--- src/rtl/ultrasonic_pkg.sv ---
// Shared types for the ultrasonic ping scheduler.
// Holds the FSM state encoding and the packed result word layout.
package ultrasonic_pkg;

    typedef enum logic [2:0] {
        ST_IDLE,
        ST_TRIG,
        ST_WAIT,
        ST_MEAS,
        ST_GUARD
    } state_t;

    localparam int RES_TIMEOUT_BIT = 31;
    localparam int RES_FRESH_BIT   = 30;
    localparam int RES_COUNT_W     = 24;

    typedef struct packed {
        logic                   timeout;
        logic                   fresh;
        logic [5:0]             zero;
        logic [RES_COUNT_W-1:0] count;
    } result_t;

    // Every stored result starts out fresh; software clears it by reading.
    function automatic result_t make_result(input logic timeout, input logic [RES_COUNT_W-1:0] count);
        result_t r;
        r                  = '0;
        r[RES_TIMEOUT_BIT] = timeout;
        r[RES_FRESH_BIT]   = 1'b1;
        r.count            = count;
        return r;
    endfunction

endpackage

--- src/rtl/ultrasonic_result_bank.sv ---
// Per-sensor result slots with one write port and a registered read port.
// A read clears the slot's fresh bit unless a store to the same slot lands in that cycle.
module ultrasonic_result_bank
    import ultrasonic_pkg::*;
#(
    parameter int N_SENSORS = 4
) (
    input  logic        clk,
    input  logic        reset,
    input  logic        wr_en,
    input  logic [2:0]  wr_idx,
    input  logic [31:0] wr_data,
    input  logic        rd_en,
    input  logic [2:0]  rd_addr,
    output logic [31:0] read_data,
    output logic        read_data_valid
);

    result_t slots [N_SENSORS];
    logic    rd_hit;
    result_t rd_word;

    always_comb begin
        // NOTE: defaults assigned first so every path drives every output -- no latch.
        rd_hit  = 1'b0;
        rd_word = '0;
        for (int i = 0; i < N_SENSORS; i++) begin
            if (rd_addr == 3'(i)) begin
                rd_hit  = 1'b1;
                rd_word = slots[i];
            end
        end
    end

    // NOTE: sequential state uses non-blocking (<=) so all flops see pre-edge values.
    always_ff @(posedge clk) begin
        if (reset) begin
            // NOTE: slots are plain flops, reset explicitly so a read after reset returns zero.
            for (int i = 0; i < N_SENSORS; i++) begin
                slots[i] <= '0;
            end
            read_data       <= '0;
            read_data_valid <= 1'b0;
        end else begin
            read_data_valid <= rd_en;
            read_data       <= (rd_en && rd_hit) ? rd_word : '0;
            // The store is written last so it wins over the fresh-bit clear.
            for (int i = 0; i < N_SENSORS; i++) begin
                if (rd_en && rd_addr == 3'(i)) begin
                    slots[i][RES_FRESH_BIT] <= 1'b0;
                end
                if (wr_en && wr_idx == 3'(i)) begin
                    slots[i] <= wr_data;
                end
            end
        end
    end

endmodule

--- src/rtl/ultrasonic_scheduler.sv ---
// Round-robin HC-SR04 ping scheduler: trigger, echo-width measurement, guard interval.
// Define ULTRASONIC_ECHO_SYNC_EN to pass each echo pin through a two-flop synchronizer.
module ultrasonic_scheduler
    import ultrasonic_pkg::*;
#(
    parameter int N_SENSORS      = 4,
    parameter int TRIG_CYCLES    = 500,
    parameter int TIMEOUT_CYCLES = 1_600_000,
    parameter int GUARD_CYCLES   = 65_536
) (
    input  logic                 clk,
    input  logic                 reset,
    input  logic                 enable,
    input  logic [N_SENSORS-1:0] echo,
    output logic [N_SENSORS-1:0] trigger,
    input  logic                 rd_en,
    input  logic [2:0]           rd_addr,
    output logic [31:0]          read_data,
    output logic                 read_data_valid,
    output logic                 sample_valid,
    output logic [2:0]           sample_id
);

    localparam int CW = RES_COUNT_W;
    localparam logic [CW-1:0] TRIG_LAST    = CW'(TRIG_CYCLES - 1);
    localparam logic [CW-1:0] TIMEOUT_MAX  = CW'(TIMEOUT_CYCLES);
    localparam logic [CW-1:0] TIMEOUT_LAST = CW'(TIMEOUT_CYCLES - 1);
    localparam logic [CW-1:0] GUARD_LAST   = CW'(GUARD_CYCLES - 1);

    state_t               state;
    logic [2:0]           cur;
    logic [2:0]           next_cur;
    logic [CW-1:0]        cnt;
    logic [N_SENSORS-1:0] echo_s;
    logic [N_SENSORS-1:0] echo_q;
    logic                 echo_now;
    logic                 echo_prev;
    logic                 echo_rise;
    logic                 store_en;
    result_t              store_word;

`ifdef ULTRASONIC_ECHO_SYNC_EN
    logic [N_SENSORS-1:0] echo_m1;
    logic [N_SENSORS-1:0] echo_m2;

    always_ff @(posedge clk) begin
        if (reset) begin
            echo_m1 <= '0;
            echo_m2 <= '0;
        end else begin
            echo_m1 <= echo;
            echo_m2 <= echo_m1;
        end
    end

    assign echo_s = echo_m2;
`else
    assign echo_s = echo;
`endif

    function automatic logic [N_SENSORS-1:0] onehot(input logic [2:0] idx);
        logic [N_SENSORS-1:0] r;
        r = '0;
        for (int i = 0; i < N_SENSORS; i++) begin
            if (idx == 3'(i)) r[i] = 1'b1;
        end
        return r;
    endfunction

    assign next_cur = (cur == 3'(N_SENSORS - 1)) ? 3'd0 : cur + 3'd1;

    // Echo selection and the store decision; the slot write shares the sample_valid edge.
    always_comb begin
        echo_now   = 1'b0;
        echo_prev  = 1'b0;
        for (int i = 0; i < N_SENSORS; i++) begin
            if (cur == 3'(i)) begin
                echo_now  = echo_s[i];
                echo_prev = echo_q[i];
            end
        end
        echo_rise  = echo_now & ~echo_prev;
        store_en   = 1'b0;
        store_word = '0;
        case (state)
            ST_WAIT: begin
                if (!echo_rise && cnt == TIMEOUT_LAST) begin
                    store_en   = 1'b1;
                    store_word = make_result(1'b1, '0);
                end
            end
            ST_MEAS: begin
                if (!echo_now) begin
                    store_en   = 1'b1;
                    store_word = make_result(1'b0, cnt);
                end else if (cnt == TIMEOUT_MAX) begin
                    store_en   = 1'b1;
                    store_word = make_result(1'b1, cnt);
                end
            end
            default: ;
        endcase
    end

    always_ff @(posedge clk) begin
        if (reset) begin
            state        <= ST_IDLE;
            cur          <= '0;
            cnt          <= '0;
            trigger      <= '0;
            sample_valid <= 1'b0;
            sample_id    <= '0;
            echo_q       <= '0;
        end else begin
            echo_q       <= echo_s;
            sample_valid <= store_en;
            if (store_en) sample_id <= cur;
            case (state)
                ST_IDLE: begin
                    if (enable) begin
                        state   <= ST_TRIG;
                        trigger <= onehot(cur);
                        cnt     <= '0;
                    end
                end
                ST_TRIG: begin
                    if (cnt == TRIG_LAST) begin
                        state   <= ST_WAIT;
                        trigger <= '0;
                        cnt     <= '0;
                    end else begin
                        cnt <= cnt + CW'(1);
                    end
                end
                ST_WAIT: begin
                    // The rising-edge cycle is the first high cycle, so counting starts at 1.
                    if (echo_rise) begin
                        state <= ST_MEAS;
                        cnt   <= CW'(1);
                    end else if (store_en) begin
                        state <= ST_GUARD;
                        cnt   <= '0;
                    end else begin
                        cnt <= cnt + CW'(1);
                    end
                end
                ST_MEAS: begin
                    if (store_en) begin
                        state <= ST_GUARD;
                        cnt   <= '0;
                    end else begin
                        cnt <= cnt + CW'(1);
                    end
                end
                ST_GUARD: begin
                    if (cnt == GUARD_LAST) begin
                        cur <= next_cur;
                        cnt <= '0;
                        if (enable) begin
                            state   <= ST_TRIG;
                            trigger <= onehot(next_cur);
                        end else begin
                            state <= ST_IDLE;
                        end
                    end else begin
                        cnt <= cnt + CW'(1);
                    end
                end
                default: state <= ST_IDLE;
            endcase
        end
    end

    ultrasonic_result_bank #(
        .N_SENSORS(N_SENSORS)
    ) u_bank (
        .clk             (clk),
        .reset           (reset),
        .wr_en           (store_en),
        .wr_idx          (cur),
        .wr_data         (store_word),
        .rd_en           (rd_en),
        .rd_addr         (rd_addr),
        .read_data       (read_data),
        .read_data_valid (read_data_valid)
    );

endmodule

--- config.mk ---
export PLATFORM = sky130hd
export DESIGN_NAME = ultrasonic_scheduler
export DESIGN_NICKNAME = d
export VERILOG_FILES = /design/src/rtl/ultrasonic_pkg.sv /design/src/rtl/ultrasonic_result_bank.sv /design/src/rtl/ultrasonic_scheduler.sv
export SDC_FILE = /design/constraint.sdc
export NUM_CORES = 1
export LEC_CHECK = 0
export ABC_AREA = 1
export CAP_MARGIN = 20
export CORE_MARGIN = 10
export CORE_UTILIZATION = 60
export DETAILED_ROUTE_END_ITERATION = 8
export PLACE_DENSITY = 0.89
export SETUP_SLACK_MARGIN = 0.5
export SLEW_MARGIN = 25
export SYNTH_ARGS = -nofsm -noshare
export SYNTH_HDL_FRONTEND = slang
export SYNTH_SLANG_ARGS = --single-unit
--- constraint.sdc ---
create_clock -name clk -period 8 [get_ports clk]
set_input_delay 1.6 -clock clk [delete_from_list [all_inputs] [get_ports clk]]
set_output_delay 1.6 -clock clk [all_outputs]
set_load 0.01 [all_outputs]
* Word-level counts from Yosys, hierarchy flattened
Memory sizes are Yosys's and may differ from the RTL's. Index checks and enable logic that the tools add are counted.
Storage, ports and cells: register bits 75, memory bits (writable) 128, input port bits 11, output and inout bits 41, logic and storage cells 167, memories 1
Memories:
- u_bank.slots | words 4, width 32, read ports 4, clocked after memory_dff 0, wr ports 4, line ultrasonic_result_bank.sv:19 | result_t slots [N_SENSORS];
Cells by class: add/sub/neg operators 2, equality and inequality tests 21, muxes and demuxes 93, bitwise operators 19, reductions and logical operators 22
Operators by type and width (count):
- 32-bit 2-to-1 mux | 7
- 24-bit 2-to-1 mux | 5
- 30-bit 2-to-1 mux | 4
- 24-bit case mux with 5 select lines | 1
- 32-bit case mux with 2 select lines | 1
- 1-bit 2-to-1 mux | 62
- 24-bit by 21-bit equality test with 1-bit output, second input constant | 2
- 24-bit by 1-bit adder with 24-bit output, second input constant | 1
- 24-bit by 16-bit equality test with 1-bit output, second input constant | 1
- 24-bit by 9-bit equality test with 1-bit output, second input constant | 1
- 3-bit by 2-bit equality test with 1-bit output, second input constant | 8
- 3-bit 2-to-1 mux | 6
- 4-bit 2-to-1 mux | 4
- 1-bit OR | 16
- 3-bit case mux with 5 select lines | 1
- 3-bit by 1-bit equality test with 1-bit output, second input constant | 4
- 3-bit logical NOT | 4
- 4-bit case mux with 3 select lines | 1
- 1-bit logical AND | 10
- 2-bit inequality test, second input constant | 4
- 5-bit AND reduction | 1
- 5-bit nonzero test | 1
- 2-bit AND reduction | 2
- 3-bit by 1-bit adder with 3-bit output, second input constant | 1
- 8 further kinds | 9

* Depth between registers and ports, before layout
Gate-level depths: netlist (run 1).
depth in word-level cells 16, mapped depth 17, depth with buffers taken out 16

* Cells and area by module
A second synthesis (run 1) with hierarchy kept.
Unflattened totals: cell total of the unflattened synthesis 1111, area, all modules 9491.6 um^2
Modules (own cells, without submodules):
- ultrasonic_result_bank | instances 1, cells an instance 658, area each 6693.9 um^2, sequential area each 4504.3 um^2
- ultrasonic_scheduler | instances 1, cells an instance 453, area each 2797.7 um^2, sequential area each 840.8 um^2

* Worst setup path after synthesis (run 1)
Ideal clock, no wire load.
kind input port to flip-flop, start point input port echo[1], end point memory u_bank.slots[0][0] (netlist bit) (enable), setup time 442 ps, arrival 4092 ps, data required time 7558 ps, slack 3466 ps, stages on the path 11, path buffers 0, path through nand3_1 -> nand2_1 -> inv_2 -> nand2_1 -> nand2_1 -> nand2_2 -> nand2_2 -> nand2_4 -> nand2_8 -> inv_1 -> o21ai_0
RTL lines:
- from (decl) | line ultrasonic_scheduler.sv:14 | input logic [N_SENSORS-1:0] echo,
- to (decl) | line ultrasonic_result_bank.sv:19

==> impl_metrics.yaml, run 1 <==
outcome:
  status: "completed"
setup_path:
  slowest_delay_ns: 0.79
  critPathArrivalTime_ns: 4.00
  crit_chain: "clkdlybuf4s50_1, nand3_1, nand2_1, inv_2, nand2_1, nand2_1, nand2_2, nand2_2, nand2_4, nand2_8, a21oi_1, clkinv_1"
  cpMostUsedCell: "nand2_1"
  cp_top_family: "buffers and inverters"
  required_ns: 7.88
  critical_path_class: "input port to flop"
  crit_slowest_cell: "clkinv_1"
  critPathMaxFanout: 27
  rr_startpoint: "cur[0]"
  cp-end-kind: "flop"
  worstSetupStartpoint: "echo[1]"
  crit_buf_inv: 3
  critPathLaunchType: "input port"
detailed_routing:
  via_per_inst: 5.48
  vias: 6569
  wl_mm: 19.3
  ant_nets: 0
  firstDrtPassIters: 6
  drc: 0
  drt_iter0_markers: 812
  wl_per_cell_um: 16.1
clock_network:
  numCtsBuffers: 17
  post_cts_buffers: 0
  htree_levels: 4
  hold_buffers: 0
  cts.sinks: 173
  ctsLongestPathBuffers: 2
  cts-root-buf: "clkbuf_16"
  cts_tree: "done"
  clock_latency_ns: 0.43
  clk_pin_slew_ns: 0.06
  ctsResizeCount: 0
floorplanning:
  pin_count: 52
  fp.coreArea_mm2: 0.0138
  rows: 43
  die_x_um: 138
  start_util_pct: 60.9
  die_area_mm2: 0.0191
  die_y_um: 138
yosys:
  synthFlopType: "edfxtp_1"
  synth_area_leaders: "edfxtp_1 37%, dfxtp_1 16%, nand2_1 13%"
  synth_area_per_cell_um2: 8.67
  synth_edf_count: 104
  seq_area_frac_synth_pct: 53.7
  syn-instance-count: 968
  ys_top_cells_by_count: "287 x nand2_1, 170 x inv_1, 104 x edfxtp_1"
  yosys.cell_types.count: 40
  synth-seq-cells: 173
  synth_area_mm2: 0.00839
  synth_top_area_share_pct: 37.2
  yosys_warnings: 0
  synth_top_area_cell: "edfxtp_1"
  async_reset_ff_share_pct: 0
  synth.most_common_cell: "nand2_1"
cells_and_area:
  antenna_cells: 0
  area_growth_pct: 12.5
  nets: 1023
  layoutNonFillerInstCount: 1199
  drive_gt1_share_pct: 12.4
worst_hold_path:
  hp-class: "flop to flop"
  holdCritStartpoint: "trigger[3]"
timing:
  slew_viol_final: 0
  max_freq_ghz: 0.243
  rsz0062_at_grt: "no"
  period_share_pct: 51.5
  setup_viol: 0
  timing.hold.ws_ns: 0.473
  max_slew_margin_pct: 31.0
  timing.setup.tns_ns: 0
  clock_skew_ns: 0.00865
  period_needed_ns: 4.12
  tightest_slew_ns: 1.03
  hold_violations: 0
global_route:
  grt.overflow.total: 0
  grt_pass1_vias: 6564
  antenna_found_initial: 0
  grt_util_all_layers_pct: 20.1
  grt_max_degree: 38
  grt_pass1_wl_mm: 32.1
place:
  dp.cells: 1167
  numPortBuffers: 45
  dp_hpwl_mm: 12.8
  globalplace.congestion: 0.894
pwr:
  p_clk_share_pct: 37.9
  power_switching_share_pct: 26.2
  power.density_mw_per_mm2: 212
  finalPower_w: 0.00200
  p_sw_w: 0.000524
  combPwrFrac_pct: 12.1
  irDropWorstVdd_mv: 0.177
  seq_power_share_pct: 50.0
  cellInternalPower_w: 0.00148
  p_leak_nw: 4.16
job:
  drv_cap: 0
logic make-up (layout without fill, tap and decap cells):
group | count (synthesis) | count (layout) | synth area share [%]
buffers and inverters | 225 | 271 | 11.4
adder cells (fa/ha/maj) | 6 | 6 | 0.894
other | 1 | 6 | 0.0447
XOR/XNOR | 18 | 18 | 1.88
AO/OA/AOI/OAI | 85 | 85 | 7.53
flip-flops | 173 | 173 | 53.7
AND/OR/NAND/NOR | 460 | 460 | 24.6
sequential cells by signal (all words and copies together) (netlist names):
register,flops
cur,3
sample_id,3
echo_q,4
u_bank.slots,104
cnt,24
trigger,4
state,3
u_bank.read_data,26
sample_valid,1
u_bank.read_data_valid,1
layer usage:
metal / GRT usage (%) / share of wire [%] / up-vias
li1: - / - / 3109
met1: 23.4 / 38 / 3076
met2: 34.9 / 51 / 334
met3: 4.69 / 8.6 / 50
met4: 7.99 / 2.3 / 0
met5: 0 / 0 / -
power by group through the flow:
stage          Sequential, W  Combinational [W]  Clock [W]
6_report             0.00100           0.000242   0.000758
5_1_grt              0.00100           0.000269   0.000798
4_1_cts              0.00100           0.000243   0.000763
3_5_place_dp         0.00102           0.000241          0
3_3_place_gp         0.00102           0.000235          0
2_1_floorplan        0.00102           0.000190          0
layout make-up:
| type | instances | area [um2] |
|---|---|---|
| timing repair buffer | 53 | 505 |
| clock buffer | 20 | 437 |
| sequential | 173 | 4500 |
| fill | 1010 | 4330 |
| multi-input combinational | 575 | 2980 |
| tap | 180 | 225 |
| clock inverter | 12 | 98.8 |
| inverter | 186 | 701 |
path summary, 6_finish.rpt:
| check | depth (start not counted) | end | slack [ns] |
|---|---|---|---|
| max | 12 | u_bank.slots[0][85] | 3.88 |
| min | 2 | trigger[3] | 0.47 |
| max reg2reg | 12 | u_bank.slots[0][85] | 4.67 |
| min reg2reg | 2 | trigger[3] | 0.47 |
placed cells by master (no fill, tap or decap), drive strengths merged:
| cell type | count |
|---|---|
| o21ai | 14 |
| o211ai | 4 |
| nand3b | 2 |
| o32ai | 2 |
| o22ai | 2 |
| conb | 6 |
| ha | 6 |
| nand3 | 28 |
| clkinv | 9 |
| dfxtp | 69 |
| buf | 9 |
| and2 | 1 |
| edfxtp | 104 |
| or2 | 2 |
| clkinvlp | 3 |
| nor2 | 75 |
| nor4 | 3 |
| clkbuf | 20 |
| inv | 185 |
| clkdlybuf4s50 | 44 |
| nand4 | 11 |
| nor3 | 12 |
| nand2 | 325 |
| a41oi | 26 |
| o21bai | 1 |
| bufinv | 1 |
| a21oi | 36 |
| nor3b | 1 |
| xor2 | 18 |
worst min-delay path, stage by stage (launching register included):
cell	delay [ns]
dfxtp_1	0.32
nand2_1	0.06
a21oi_1	0.05
stage by stage:
stage                     cell area (um2)  util (%)  setup slack [ns]
after floorplan                      8410         -              3.47
after global placement               8910      64.7              3.86
after detailed placement             8910      64.7              3.79
after CTS                            9450      68.6              4.21
after global routing                 9450      68.6              3.64
final                                9450      68.6              3.88
Power figures use the tool's default switching activity.
==> run 2: changes to the inputs <==
- clock period: 8 -> 4.2 ns (I/O delays scaled with it)
==> impl_metrics.yaml, run 2 (synthesized netlist as in run 1, its figures left out) <==
detailed_routing:
  ant_nets: 0
  drt_iter0_markers: 759
  via_per_inst: 5.50
  drc: 0
  wl_per_cell_um: 16.1
  firstDrtPassIters: 7
  wl_mm: 19.4
  vias: 6611
pwr:
  p_clk_share_pct: 38.8
  power.density_mw_per_mm2: 410
  irDropWorstVdd_mv: 0.300
  combPwrFrac_pct: 12.2
  cellInternalPower_w: 0.00288
  seq_power_share_pct: 49.0
  finalPower_w: 0.00389
  power_switching_share_pct: 26.1
  p_leak_nw: 4.20
  p_sw_w: 0.00101
worst_hold_path:
  whs_path_depth: 2
  hp-class: "flop to flop"
  holdCritStartpoint: "trigger[1]"
timing:
  timing.setup.tns_ns: 0
  max_freq_ghz: 0.351
  tightest_slew_ns: 1.04
  max_slew_margin_pct: 30.4
  clock_skew_ns: 0.00718
  period_needed_ns: 2.85
  fin_ws_ns: 1.35
  period_share_pct: 67.8
  rsz0062_at_grt: "no"
  setup_viol: 0
  slew_viol_final: 0
  hold_violations: 0
cells_and_area:
  layout_common_cells: "287 x nand2_1, 170 x inv_1, 104 x edfxtp_1"
  nets: 1025
  antenna_cells: 0
  largest_reg_flops: 104
  top_register: "u_bank.slots"
  nFillCells: 1007
  layout_commonest_cell: "nand2_1"
  fin_util_pct: 68.9
  area_growth_pct: 13.0
  drive_gt1_share_pct: 12.5
  largestRegisters: "u_bank.slots (104), u_bank.read_data (26), cnt (24)"
setup_path:
  critPathArrivalTime_ns: 2.99
  critical_path_class: "flop to flop"
  cp_top_family: "simple AND/OR/NAND/NOR gates"
  rr_startpoint: "cur[0]"
  slowest_delay_ns: 0.43
  critPathMaxFanout: 27
  required_ns: 4.34
  r2r.worst_path.cells: 15
  crit_slowest_cell: "dfxtp_1"
  critPathLaunchType: "flop"
  cp_num_cells: 15
  worstSetupStartpoint: "cur[0]"
  crit_chain: "inv_1, ha_1, nand2_8, nand2_1, inv_2, nand2_1, nand2_1, nand2_2, nand2_2, nand2_4, nand2_8, nand2_8, nor2_8, inv_1, nand3_1"
  cp-end-kind: "flop"
  crit_buf_inv: 3
clock_network:
  clk_pin_slew_ns: 0.06
  cts.sinks: 173
  cts-root-buf: "clkbuf_16"
  clock_latency_ns: 0.43
  post_cts_buffers: 0
  htree_levels: 4
  ctsResizeCount: 0
  numCtsBuffers: 17
  cts_tree: "done"
  ctsLongestPathBuffers: 2
  hold_buffers: 0
place:
  globalplace.congestion: 0.900
  dp_hpwl_mm: 12.5
  dp_slack_ns: 0.975
  numPortBuffers: 45
global_route:
  grt.overflow.total: 0
  grt_pass1_vias: 6458
  antenna_found_initial: 0
  grt_max_degree: 35
  grt_util_all_layers_pct: 20.2
  grt_pass1_wl_mm: 32.0
job:
  drv_cap: 0
outcome:
  status: "completed"
floorplanning:
  pin_count: 52
  rows: 43
  die_y_um: 138
  die_x_um: 138
  start_util_pct: 60.9
  fp.coreArea_mm2: 0.0138
  die_area_mm2: 0.0191
## run 2: cell types whose count changed in the layout (fill, tap and decap cells not counted), sizes merged
cell | before | now
inv | 185 | 186
clkinvlp | 3 | 1
clkinv | 9 | 10
clkbuf | 20 | 19
buf | 9 | 11
bufinv | 1 | 2
## run 2: path summary, 6_finish.rpt
path	endpoint	slack, ns
worst max-delay path	u_bank.slots[0][30]	1.35
worst min-delay path	trigger[1]	0.46
worst max register to register	u_bank.slots[0][30]	1.35
worst min register to register	trigger[1]	0.46
## run 2: cell type report
type,instances,area (um2),area share [%]
inverter,186,701,7.39
timing repair buffer,55,520,5.49
sequential,173,4500,47.5
clock buffer,19,433,4.56
clock inverter,13,125,1.32
tap,180,225,2.37
multi-input combinational,575,2980,31.4
## run 2: through the flow
stage | cell area (um2) | hold slack, ns | cells
3_5_place_dp | 8930 | 0.455 | 1169
6_report | 9480 | 0.463 | 1201
3_3_place_gp | 8930 | 0.456 | 1169
5_1_grt | 9480 | 0.493 | 1201
4_1_cts | 9480 | 0.467 | 1201
2_1_floorplan | 8410 | 0.483 | 973
## run 2: worst register-to-register path: stages, from the launching register on
cell and delay (ns):
dfxtp_1 0.43, inv_1 0.13, ha_1 0.28, nand2_8 0.14, nand2_1 0.08, inv_2 0.05
nand2_1 0.04, nand2_1 0.07, nand2_2 0.11, nand2_2 0.12, nand2_4 0.18, nand2_8 0.19
nand2_8 0.12, nor2_8 0.40, inv_1 0.12, nand3_1 0.09
## run 2: power groups by stage
stage / clock [W] / combinational [W] / sequential, W
global route: 0.00158 / 0.000522 / 0.00191
floorplan: 0 / 0.000361 / 0.00194
CTS: 0.00151 / 0.000468 / 0.00191
detailed placement: 0 / 0.000461 / 0.00194
global placement: 0 / 0.000448 / 0.00194
finish: 0.00151 / 0.000473 / 0.00191
## run 2: layer usage
layer	vias up	share of wire, %	global-route usage, %
li1	3114	-	-
met1	3101	38	23.6
met2	346	50	34.8
met3	50	8.5	4.35
met4	0	2.8	9.38
met5	-	0	0
==> run 3: changes to the inputs <==
- CORE_UTILIZATION: 60 -> 54
- PLACE_DENSITY: 0.89 -> 0.85
- clock period: 4.2 -> 2.3 ns (I/O delays scaled with it)
==> impl_metrics.yaml, run 3 (synthesized netlist as in run 1, its figures left out) <==
clock_network:
  cts-root-buf: "clkbuf_16"
  numCtsBuffers: 17
  htree_levels: 4
  hold_buffers: 0
  clk_pin_slew_ns: 0.07
  clock_latency_ns: 0.45
  cts.sinks: 173
  cts_tree: "done"
  ctsLongestPathBuffers: 2
detailed_routing:
  dr_wl_met2_mm: 15.0
  ant_nets: 0
  vias: 8376
  wl_per_cell_um: 25.1
  wl_mm: 32.9
  wl_met3_mm: 4.42
  via_per_inst: 6.39
  firstDrtPassIters: 9
  drc: 0
  wl_met1_mm: 10.3
  drt_iter0_markers: 1834
  top_layer: "met4"
timing:
  max_slew_margin_pct: 64.8
  period_share_pct: 115
  hold_violations: 0
  rsz0062_at_grt: "yes"
  slew_viol_final: 0
  clock_skew_ns: 0.0141
  period_needed_ns: 2.64
  tightest_slew_ns: 0.528
  timing.hold.ws_ns: 0.466
  max_freq_ghz: 0.379
  fin_ws_ns: -0.338
  setup_viol: 226
cells_and_area:
  drive_gt1_share_pct: 37.9
  layout_common_cells: "212 x nand2_1, 117 x inv_1, 104 x edfxtp_1"
  largestRegisters: "u_bank.slots (104), u_bank.read_data (26), cnt (24)"
  fin_area_mm2: 0.0118
  layout_commonest_cell: "nand2_1"
  area_growth_pct: 40.5
  fin_util_pct: 77.6
  nets: 1125
  top_register: "u_bank.slots"
  largest_reg_flops: 104
setup_path:
  required_ns: 2.63
  rr_startpoint: "cur[1]"
  critPathArrivalTime_ns: 2.97
  r2r.worst_path.cells: 19
  critPathMaxFanout: 6
  cp-end-kind: "flop"
  worstSetupStartpoint: "cur[1]"
  critPathLaunchType: "flop"
  critical_path_class: "flop to flop"
  reg2reg_slack_ns: -0.34
  worstSetupEndpoint: "cnt[22]"
  timing.rr.end: "cnt[22]"
floorplanning:
  fp.coreArea_mm2: 0.0152
  die_x_um: 145
  die_area_mm2: 0.0209
  die_y_um: 145
  rows: 45
  pin_count: 52
  start_util_pct: 55.2
place:
  dp_hpwl_mm: 13.6
  globalplace.congestion: 0.895
  numPortBuffers: 45
  placed_cell_area_mm2: 0.00951
global_route:
  grt_max_degree: 28
  grt.overflow.total: 0
  grt_pass1_vias: 7425
  grt_pass1_wl_mm: 39.8
  antenna_found_initial: 2
  grt_util_all_layers_pct: 24.9
outcome:
  violations: "setup timing"
  status: "complete, but fails checks"
job:
  drv_cap: 0
pwr:
  p_leak_nw: 5.64
  irDropWorstVdd_mv: 0.450
  power.density_mw_per_mm2: 709
worst_hold_path:
  whs_path_depth: 2
  hp-class: "flop to flop"
==> run 3: metal layers <==
metal / global-route usage (%) / up-vias
met3: 5.28 / 312
met5: 0 / -
met1: 28.0 / 3829
li1: - / 3328
met4: 14.6 / 0
met2: 43.0 / 907
==> run 3: metrics by stage <==
stage          cells  TNS (ns)  total power (W)  setup slack, ns
2_1_floorplan    973    -0.509          0.00421          -0.0203
3_3_place_gp    1212     -3.85          0.00448          -0.0589
3_5_place_dp    1212    -14.85          0.00451           -0.128
4_1_cts         1282         0          0.00787           0.0886
5_1_grt         1309    -39.48          0.00851           -0.358
6_report        1310    -25.58          0.00836           -0.338
==> run 3: worst max-delay path, cell delays in order (launching register included) <==
cell and delay (ns):
dfxtp_4 0.38, inv_4 0.08, ha_4 0.15, inv_4 0.05, nor2_4 0.09, nand2_1 0.08, nand2_1 0.09, nand2_1 0.07
nand2_2 0.10, nand2_2 0.08, buf_4 0.14, buf_6 0.10, buf_4 0.13, nand3_2 0.06, nand2_2 0.11, o21bai_4 0.20
buf_6 0.13, buf_12 0.11, nand2_2 0.07, a21oi_2 0.29
==> run 3: final cells by class <==
cell class | count | area [um2]
Antenna cell | 1 | 2.50
Sequential cell | 173 | 4530
Fill cell | 756 | 3410
Tap cell | 188 | 235
Clock buffer | 21 | 492
Timing Repair Buffer | 155 | 2000
Inverter | 186 | 731
Multi-Input combinational cell | 575 | 3660
Clock inverter | 11 | 144
==> run 3: worst min path at each step <==
stage / from / endpoint
floorplan: cnt[5] / cnt[5]
global placement: trigger[1] / trigger[1]
detailed placement: trigger[0] / trigger[0]
CTS: reset / cnt[2]
global route: trigger[3] / trigger[3]
finish: trigger[3] / trigger[3]
==> run 3: timing repair <==
| item | 4_1_cts | 5_1_grt |
|---|---|---|
| gates cloned | 8 | 10 |
| pin swaps | 7 | 25 |
| buffers inserted | 30 | 17 |
| gates resized for setup | 85 | 185 |
| setup endpoints to repair | 242 | 251 |
==> run 3: power breakdown <==
group	internal, W	leakage [nW]	switching [W]
Clock	0.00179	0.314	0.00138
Combinational	0.000715	3.75	0.000969
Sequential	0.00342	1.57	0.0000984
Total	0.00592	5.64	0.00244
